**config.mk**
```make
export PLATFORM = sky130hd
export DESIGN_NAME = serial_frame_scheduler_flat
export DESIGN_NICKNAME = d
export VERILOG_FILES = /design/src/rtl/serial_frame_scheduler_if.sv /design/src/rtl/serial_frame_scheduler.sv /design/src/flat_wrapper.sv
export SDC_FILE = /design/constraint.sdc
export NUM_CORES = 1
export LEC_CHECK = 0
export BUFFER_PORTS_ARGS = -buffer_cell sky130_fd_sc_hd__buf_2
export CAP_MARGIN = 0
export CORE_MARGIN = 8
export CORE_UTILIZATION = 40
export CTS_CLUSTER_SIZE = 16
export DETAILED_ROUTE_END_ITERATION = 8
export HOLD_SLACK_MARGIN = 0.12
export SKIP_LAST_GASP = 1
export SLEW_MARGIN = 20
export SYNTH_ARGS = -nofsm -noshare
export SYNTH_HDL_FRONTEND = slang
export SYNTH_SLANG_ARGS = --single-unit
```
**constraint.sdc**
```tcl
create_clock -name clk -period 1.92 [get_ports clk]
set_clock_uncertainty 0.15 [all_clocks]
set_input_delay 0.096 -clock clk [delete_from_list [all_inputs] [get_ports clk]]
set_output_delay 0.096 -clock clk [all_outputs]
set_load 0.01 [all_outputs]
```
**src/rtl/serial_frame_scheduler_if.sv**
```systemverilog
// Bundle between the requesters/one-pulser and the serial frame scheduler.
// Latency: none, this is wiring only. Backpressure: none here; the scheduler paces bits with clkEn.
// master: drives clkEn, req, len0/1 and serIn0/1, and receives gnt, bitAdv, serOut/serOutValid, Count, done and aborted.
// slave: the scheduler side of the same signals.
interface serial_frame_scheduler_if #(
  parameter int CNT_W = 4
);
  logic             clkEn;
  logic [1:0]       req;
  logic [CNT_W-1:0] len0;
  logic [CNT_W-1:0] len1;
  logic             serIn0;
  logic             serIn1;
  logic [1:0]       gnt;
  logic [1:0]       bitAdv;
  logic             serOut;
  logic             serOutValid;
  logic [CNT_W-1:0] Count;
  logic             done;
  logic             aborted;

  modport master (
    output clkEn, req, len0, len1, serIn0, serIn1,
    input  gnt, bitAdv, serOut, serOutValid, Count, done, aborted
  );

  modport slave (
    input  clkEn, req, len0, len1, serIn0, serIn1,
    output gnt, bitAdv, serOut, serOutValid, Count, done, aborted
  );
endinterface

```
**src/rtl/serial_frame_scheduler.sv**
```systemverilog
// Round-robin scheduler that lends the single serial output path to one of two requesters for one frame at a time.
// Latency: req->gnt 1 cycle, gnt->Count loaded 1 cycle, clkEn->serOut/serOutValid/bitAdv 1 cycle. All outputs are registered.
// Backpressure: each bit waits for a clkEn strobe. A requester dropping req aborts its frame.
// Ports: clk and rst (async, active high). bus (slave modport) carries clkEn, req[1:0], len0/len1, serIn0/serIn1 in,
//        and gnt[1:0], bitAdv[1:0], serOut, serOutValid, Count, done and aborted out.
// Optional: define SFS_TIMEOUT_EN to add a watchdog that aborts a frame after TIMEOUT cycles without clkEn.
module serial_frame_scheduler #(
  parameter int CNT_W = 4
`ifdef SFS_TIMEOUT_EN
  , parameter int TIMEOUT = 255
`endif
) (
  input logic                 clk,
  input logic                 rst,
  serial_frame_scheduler_if.slave bus
);

  typedef enum logic [1:0] {IDLE, LOAD, XFER, DONE} state_t;

  state_t           state_q, state_d;
  logic [1:0]       gnt_q, gnt_d;
  logic             last_q, last_d;       // index of the channel served most recently
  logic [CNT_W-1:0] count_q, count_d;
  logic             ser_out_q, ser_out_d;
  logic             valid_q, valid_d;
  logic [1:0]       adv_q, adv_d;
  logic             done_q, done_d;
  logic             aborted_q, aborted_d;

`ifdef SFS_TIMEOUT_EN
  localparam int IDLE_W = $clog2(TIMEOUT + 1);
  logic [IDLE_W-1:0] idle_q, idle_d;
`endif

  // The granted channel's inputs. gnt is one-hot, so bit 1 alone identifies the channel.
  logic             sel_ch;
  logic [CNT_W-1:0] sel_len;
  logic             sel_ser;
  logic             sel_req;

  assign sel_ch  = gnt_q[1];
  assign sel_len = sel_ch ? bus.len1   : bus.len0;
  assign sel_ser = sel_ch ? bus.serIn1 : bus.serIn0;
  assign sel_req = sel_ch ? bus.req[1] : bus.req[0];

  always_comb begin
    state_d   = state_q;
    gnt_d     = gnt_q;
    last_d    = last_q;
    count_d   = count_q;
    ser_out_d = ser_out_q;
    valid_d   = 1'b0;
    adv_d     = 2'b00;
    done_d    = 1'b0;
    aborted_d = 1'b0;
`ifdef SFS_TIMEOUT_EN
    idle_d    = idle_q;
`endif
    case (state_q)
      IDLE: begin
        if (bus.req != 2'b00) begin
          // A tie goes to the channel that was not served last.
          if (bus.req == 2'b11) gnt_d = last_q ? 2'b01 : 2'b10;
          else                  gnt_d = bus.req;
          state_d = LOAD;
        end
      end
      LOAD: begin
        count_d = sel_len;
`ifdef SFS_TIMEOUT_EN
        idle_d  = '0;
`endif
        if (sel_len == '0) begin
          state_d = DONE;
          done_d  = 1'b1;
        end else begin
          state_d = XFER;
        end
      end
      XFER: begin
        if (bus.clkEn) begin
          // A strobe is honoured even when req drops in the same cycle; the abort follows next cycle.
          ser_out_d = sel_ser;
          valid_d   = 1'b1;
          adv_d     = gnt_q;
`ifdef SFS_TIMEOUT_EN
          idle_d    = '0;
`endif
          if (count_q != '0) count_d = count_q - CNT_W'(1);
          if (count_q == CNT_W'(1)) begin
            state_d = DONE;
            done_d  = 1'b1;
          end
        end else if (!sel_req) begin
          state_d   = DONE;
          done_d    = 1'b1;
          aborted_d = 1'b1;
        end
`ifdef SFS_TIMEOUT_EN
        else if (idle_q == IDLE_W'(TIMEOUT)) begin
          state_d   = DONE;
          done_d    = 1'b1;
          aborted_d = 1'b1;
        end else begin
          idle_d = idle_q + IDLE_W'(1);
        end
`endif
      end
      DONE: begin
        last_d  = gnt_q[1];
        gnt_d   = 2'b00;
        state_d = IDLE;
      end
      default: state_d = IDLE;
    endcase
  end

  always_ff @(posedge clk or posedge rst) begin
    if (rst) begin
      state_q   <= IDLE;
      gnt_q     <= 2'b00;
      last_q    <= 1'b1;   // channel 0 wins the first tie
      count_q   <= '0;
      ser_out_q <= 1'b0;
      valid_q   <= 1'b0;
      adv_q     <= 2'b00;
      done_q    <= 1'b0;
      aborted_q <= 1'b0;
`ifdef SFS_TIMEOUT_EN
      idle_q    <= '0;
`endif
    end else begin
      state_q   <= state_d;
      gnt_q     <= gnt_d;
      last_q    <= last_d;
      count_q   <= count_d;
      ser_out_q <= ser_out_d;
      valid_q   <= valid_d;
      adv_q     <= adv_d;
      done_q    <= done_d;
      aborted_q <= aborted_d;
`ifdef SFS_TIMEOUT_EN
      idle_q    <= idle_d;
`endif
    end
  end

  assign bus.gnt         = gnt_q;
  assign bus.bitAdv      = adv_q;
  assign bus.serOut      = ser_out_q;
  assign bus.serOutValid = valid_q;
  assign bus.Count       = count_q;
  assign bus.done        = done_q;
  assign bus.aborted     = aborted_q;

endmodule

```
**src/flat_wrapper.sv**
```systemverilog
// flat-port wrapper written by rule: the top's interface ports become plain ports
module serial_frame_scheduler_flat 
#(
  parameter int CNT_W = 4

)
  (clk, rst, bus_clkEn, bus_req, bus_len0, bus_len1, bus_serIn0, bus_serIn1, bus_gnt, bus_bitAdv, bus_serOut, bus_serOutValid, bus_Count, bus_done, bus_aborted);
  serial_frame_scheduler_if #(.CNT_W(CNT_W)) bus_i ();
  input logic clk;
  input logic rst;
  input wire logic [$bits(bus_i.clkEn)-1:0] bus_clkEn;
  input wire logic [$bits(bus_i.req)-1:0] bus_req;
  input wire logic [$bits(bus_i.len0)-1:0] bus_len0;
  input wire logic [$bits(bus_i.len1)-1:0] bus_len1;
  input wire logic [$bits(bus_i.serIn0)-1:0] bus_serIn0;
  input wire logic [$bits(bus_i.serIn1)-1:0] bus_serIn1;
  output wire logic [$bits(bus_i.gnt)-1:0] bus_gnt;
  output wire logic [$bits(bus_i.bitAdv)-1:0] bus_bitAdv;
  output wire logic [$bits(bus_i.serOut)-1:0] bus_serOut;
  output wire logic [$bits(bus_i.serOutValid)-1:0] bus_serOutValid;
  output wire logic [$bits(bus_i.Count)-1:0] bus_Count;
  output wire logic [$bits(bus_i.done)-1:0] bus_done;
  output wire logic [$bits(bus_i.aborted)-1:0] bus_aborted;
  assign bus_i.clkEn = bus_clkEn;
  assign bus_i.req = bus_req;
  assign bus_i.len0 = bus_len0;
  assign bus_i.len1 = bus_len1;
  assign bus_i.serIn0 = bus_serIn0;
  assign bus_i.serIn1 = bus_serIn1;
  assign bus_gnt = bus_i.gnt;
  assign bus_bitAdv = bus_i.bitAdv;
  assign bus_serOut = bus_i.serOut;
  assign bus_serOutValid = bus_i.serOutValid;
  assign bus_Count = bus_i.Count;
  assign bus_done = bus_i.done;
  assign bus_aborted = bus_i.aborted;
  serial_frame_scheduler #(.CNT_W(CNT_W)) u_core (.clk(clk), .rst(rst), .bus(bus_i));
endmodule
```
# Yosys cells after proc, flatten, opt, wreduce, memory -nomap -nowiden
# Index checks and enable logic that the tools add are counted.
# Widths: inputs -> output; s select.
# classes
n_addsub	1
n_eq_ne	10
mux	27
n_reduce_logical	10
# op_table
cell	n
$mux 2	9
$mux 4	3
$mux 1	11
$pmux 2 s4	1
$pmux 4 s2	1
$eq 2x2->1 const B	3
$reduce_and 3->1	2
$reduce_bool 2->1	3
$eq 4x1->1 const B	1
$logic_not 4->1	1
$ne 2x1->1 const B	2
$pmux 2 s2	1
$reduce_and 2->1	2
$reduce_bool 4->1	1
$sub 4x1->4 const B	1
$ne 3x2->1 const B	1
$ne 3x3->1 const B	1
$eq 2x1->1 const B	1
$logic_not 2->1	1
$ne 2x2->1 const B	1
$pmux 1 s2	1
# word_totals
reg_bits	15
inputBits	15
out_inout_bits	12
word_cells	57

# Depth between registers and ports, before layout
# logic_depth
word_depth	4
depth_mapped	6
ltp_nobuf	6

# Least setup slack after synthesis
# No wires, ideal clock.
# synth_timing
kind	register to register
from	register u_core.count_q[0], in the netlist u_core.bus.Count[0]
to	register u_core.count_q[1], in the netlist u_core.bus.Count[1]
setup_ns	0.125
arrival_ns	1.471
required_time_ns	1.645
setup_slack_ns	0.175
stages_incl_launch_ff	6
n_path_buf	0
period_less_slack_ns	1.745
cell_sequence	dfrtp_1 -> inv_1 -> ha_1 -> nor3b_1 -> o2bb2ai_2 -> mux2_2
# synth_between
elab_chain_len	4
word_cells_on_any_way	7
cone_classes	1 x add/sub; 1 x eq/ne; 3 x mux; 2 x reduce/logical
# synth_lines
item	line_no	text
from (decl)	serial_frame_scheduler.sv:23	logic [CNT_W-1:0] count_q, count_d;
from (signal assigned)	serial_frame_scheduler.sv:136	count_q <= count_d;
$sub 4x1->4	serial_frame_scheduler.sv:89	if (count_q != '0) count_d = count_q - CNT_W'(1);
$mux 4	serial_frame_scheduler.sv:89	
$mux 4	serial_frame_scheduler.sv:81	if (bus.clkEn) begin
$pmux 4 s2	serial_frame_scheduler.sv:59	case (state_q)
# Parallel ways exist; a longest one is shown, timed or not. The select of a mux whose other input is x is not followed.
# A chain may end at the register's enable or synchronous reset.

# Worst setup path in the final report
# layout_timing
from	register u_core.gnt_q[1], in the netlist u_core.bus.gnt[1]
to	register u_core.aborted_q, in the netlist u_core.bus.aborted
# layout_between
elab_chain_len	4
# layout_lines
item	line_no	text
from (decl)	serial_frame_scheduler.sv:21	logic [1:0] gnt_q, gnt_d;
from (signal assigned)	serial_frame_scheduler.sv:134	gnt_q <= gnt_d;
$mux 1	serial_frame_scheduler.sv:44	assign sel_req = sel_ch ? bus.req[1] : bus.req[0];
$mux 1	serial_frame_scheduler.sv:94	end else if (!sel_req) begin
$mux 1	serial_frame_scheduler.sv:81	
$mux 1	serial_frame_scheduler.sv:59	
net u_core.aborted_d	serial_frame_scheduler.sv:28	logic aborted_q, aborted_d;
to (signal assigned)	serial_frame_scheduler.sv:141	aborted_q <= aborted_d;
to (decl)	serial_frame_scheduler.sv:28	
# The timed path passes the listed nets, and every way through them passes these cells.

==> results.txt <==
----------------------------------------------------
[Yosys]
  Number of library cell types mapped by synthesis ... 32
  Count of flip-flops with a built-in enable after synthesis ... 0
  Async SR Flop Fraction ... 100%
  Syn_nets ... 110
  Mapped Area ... 925 sq um
  Fraction of synthesized cell area taken by the top area cell type ... 37.9%
  Prevailing post-synth register cell ... dfrtp_1
  Yosys warnings ... 0
  Mean area per synthesized cell ... 10.6 sq um
  Dominant cell type by area after synthesis ... dfrtp_1
  Number of flip-flops and latches in the synthesized netlist ... 15
  Number of standard cells after synthesis ... 87
  Most area-consuming cells after synthesis ... dfrtp_1, ha_1, mux2i_1
  Sequential area share after synthesis ... 40.7%

[Placed design]
  Placer's final routability congestion estimate ... 0.802
  Number of input and output port buffers inserted ... 26
  Hpwl dp ... 1710 microns

[Critical path]
  Required time of the critical path ... 1990 ps
  CP Capture Type ... flop
  Worst setup path category ... flop to flop
  Internal reg-to-reg setup slack ... 70 ps
  CP startpoint kind ... flop
  Maximum fanout along the worst path ... 9
  Data arrival, critical path ... 1920 ps

[Layout]
  Number of nets in the layout ... 154
  Share of post-route cells with drive strength above 1 ... 34.6%
  # diodes ... 0
  Area overhead of the layout relative to synthesis ... 34.4%
  Commonest non-fill, non-tap cells in the layout ... buf_2, dfrtp_1, dlygate4sd3_1
  Most common cell after layout, fill and taps aside ... buf_2

[Clock network]
  Post_cts resized ... 0
  Clock slew at reported path FFs ... 100 ps
  Number of levels in the clock H-tree ... 1
  Clock latency reported for the late side of the worst-skew pair ... 280 ps
  Clk root buf ... clkbuf_4
  Clock tree from TritonCTS ... yes
  Number of sinks handled by clock tree synthesis ... 15
  Max clock buf depth ... 2
  Inserted Clock Buffers ... 3

[Global route]
  Number of antenna violations at the first check in global routing ... 0
  Pin count of the biggest net entering global routing ... 16
  GRT Total Usage ... 12.2%
  Busiest layer in global routing ... met2
  Met1 global-route usage ... 15.1%
  Met2 GRT Util ... 19.9%
  First-pass GRT wire length ... 4070 microns
  Leftover overflow at the end of global routing ... 0
  Vias in the first global route ... 817
  Met3 track demand over resource ... 3.66%

[Route]
  DR vias/cell ... 4.84
  Post-route DRC violation count ... 0
  Overall routed net length ... 2280 microns
  Antenna Nets Post-Route ... 0
  Total number of vias ... 765
  Routed wire length per instance ... 14.4 microns
  DR pass1 iterations ... 4
  Iteration-0 DRC count of the detailed router ... 14

[Die]
  Num ports ... 27
  Floorplan row count ... 17
  DIE HEIGHT ... 64.1 microns
  Total die area ... 0.00411 sq mm
  Die W ... 64.1 microns
  Area of the placeable core ... 0.00219 sq mm
  Effective utilization at floorplan ... 42.2%

[Outcome]
  Result of the run ... finished, final reports clean

[Timing]
  Worst Hold Slack ... 155 ps
  Clock period minus worst slack ... 1850 ps
  Final TNS setup ... 0 ps
  Setup-failing EPs final ... 0
  Slew of the pin with the lowest slew margin ... 573 ps
  Final number of hold-violating endpoints ... 0
  Relative slew margins ... 61.7%
  Highest Clock Rate ... 541 MHz
  Final worst path period share ... 96.2%
  Final Max Slew Viols ... 0
  Setup repair after global routing missed its margin ... no

[Worst hold path]
  Hold Crit Class ... input port to flop

[Flow run]
  Max-cap violation count ... 0

[Power]
  Lkg Pwr ... 0.629 nW
  Power density over the cells ... 1360 mW/mm^2
  Maximum vdd ir drop ... 721 uV

----------------------------------------------------
stage by stage:
stage	instance area (sq um)	setup slack (ps)	power (mW)	utilization, %	cells
2_1_floorplan	925	175	1.20	-	87
3_3_place_gp	1100	176	1.45	50.1	142
3_5_place_dp	1100	86.7	1.49	50.1	142
4_1_cts	1230	58.2	1.69	56.4	157
5_1_grt	1240	24.5	1.85	56.7	158
6_report	1240	73.2	1.69	56.7	158
cells in the mapped netlist, types with 2 or more instances:
library cell / instances
nor3_1: 2
mux2_2: 4
a21oi_1: 4
o21ai_0: 5
dfrtp_1: 14
and3_1: 3
inv_1: 8
ha_1: 8
mux2i_1: 5
a22o_1: 4
nand3_1: 2
nand2_1: 3
nor2_1: 6
logic make-up after synthesis:
family	count (synthesis)	synth area share, %
AOI/OAI and AO/OA	21	18.3
DFF	15	40.7
and+or+nand+nor	23	13.4
buffers and inverters	10	4.87
muxes	10	11.9
adders and majority gates	8	10.8
worst max-delay path: stages (launching register included):
cell	delay [ps]
dfrtp_1	600
mux2_4	360
nor3_1	120
dlygate4sd3_1	560
registers in the layout (all words and copies together) (netlist names):
name / cells
u_core.bus.gnt: 2
u_core.bus.Count: 4
u_core.last_q: 1
u_core.bus.bitAdv: 2
u_core.state_q: 2
u_core.bus.serOutValid: 1
u_core.bus.serOut: 1
u_core.bus.aborted: 1
u_core.bus.done: 1
per-layer routing:
layer  vias up  wire length, microns
met3         2                   123
met4         0                    16
met2        13                  1120
met1       352                  1020
met5         -                     0
li1        398                     -
path summary, 6_finish.rpt:
path,from,endpoint,depth (start not counted)
min reg2reg,u_core.bus.serOut,u_core.bus.serOut,2
min in group asynchronous,rst,u_core.bus.serOutValid,3
max reg2reg,u_core.bus.gnt[1],u_core.bus.aborted,3
min,bus_len1[3],u_core.bus.Count[3],4
max,u_core.bus.gnt[1],u_core.bus.aborted,3
max in group asynchronous,rst,u_core.last_q,3
report_power, final:
group,leakage (nW),switching [mW],internal [mW]
Clock,0.0177,0.109,0.0771
Combinational,0.424,0.485,0.464
Sequential,0.188,0.118,0.439
final cells by class:
cell class / count / area (sq um)
Clock inverter: 1 / 5.00
Sequential cell: 15 / 377
Fill cell: 175 / 948
Tap cell: 28 / 35.0
Timing Repair Buffer: 41 / 270
Inverter: 8 / 30.0
Clock buffer: 3 / 22.5
Multi-Input combinational cell: 62 / 503
what timing repair did:
action                     CTS  global route
buffers inserted             0             1
hold buffers                11             0
hold endpoints to repair    25             0
setup endpoints to repair    0             2
Power figures use the tool's default switching activity.
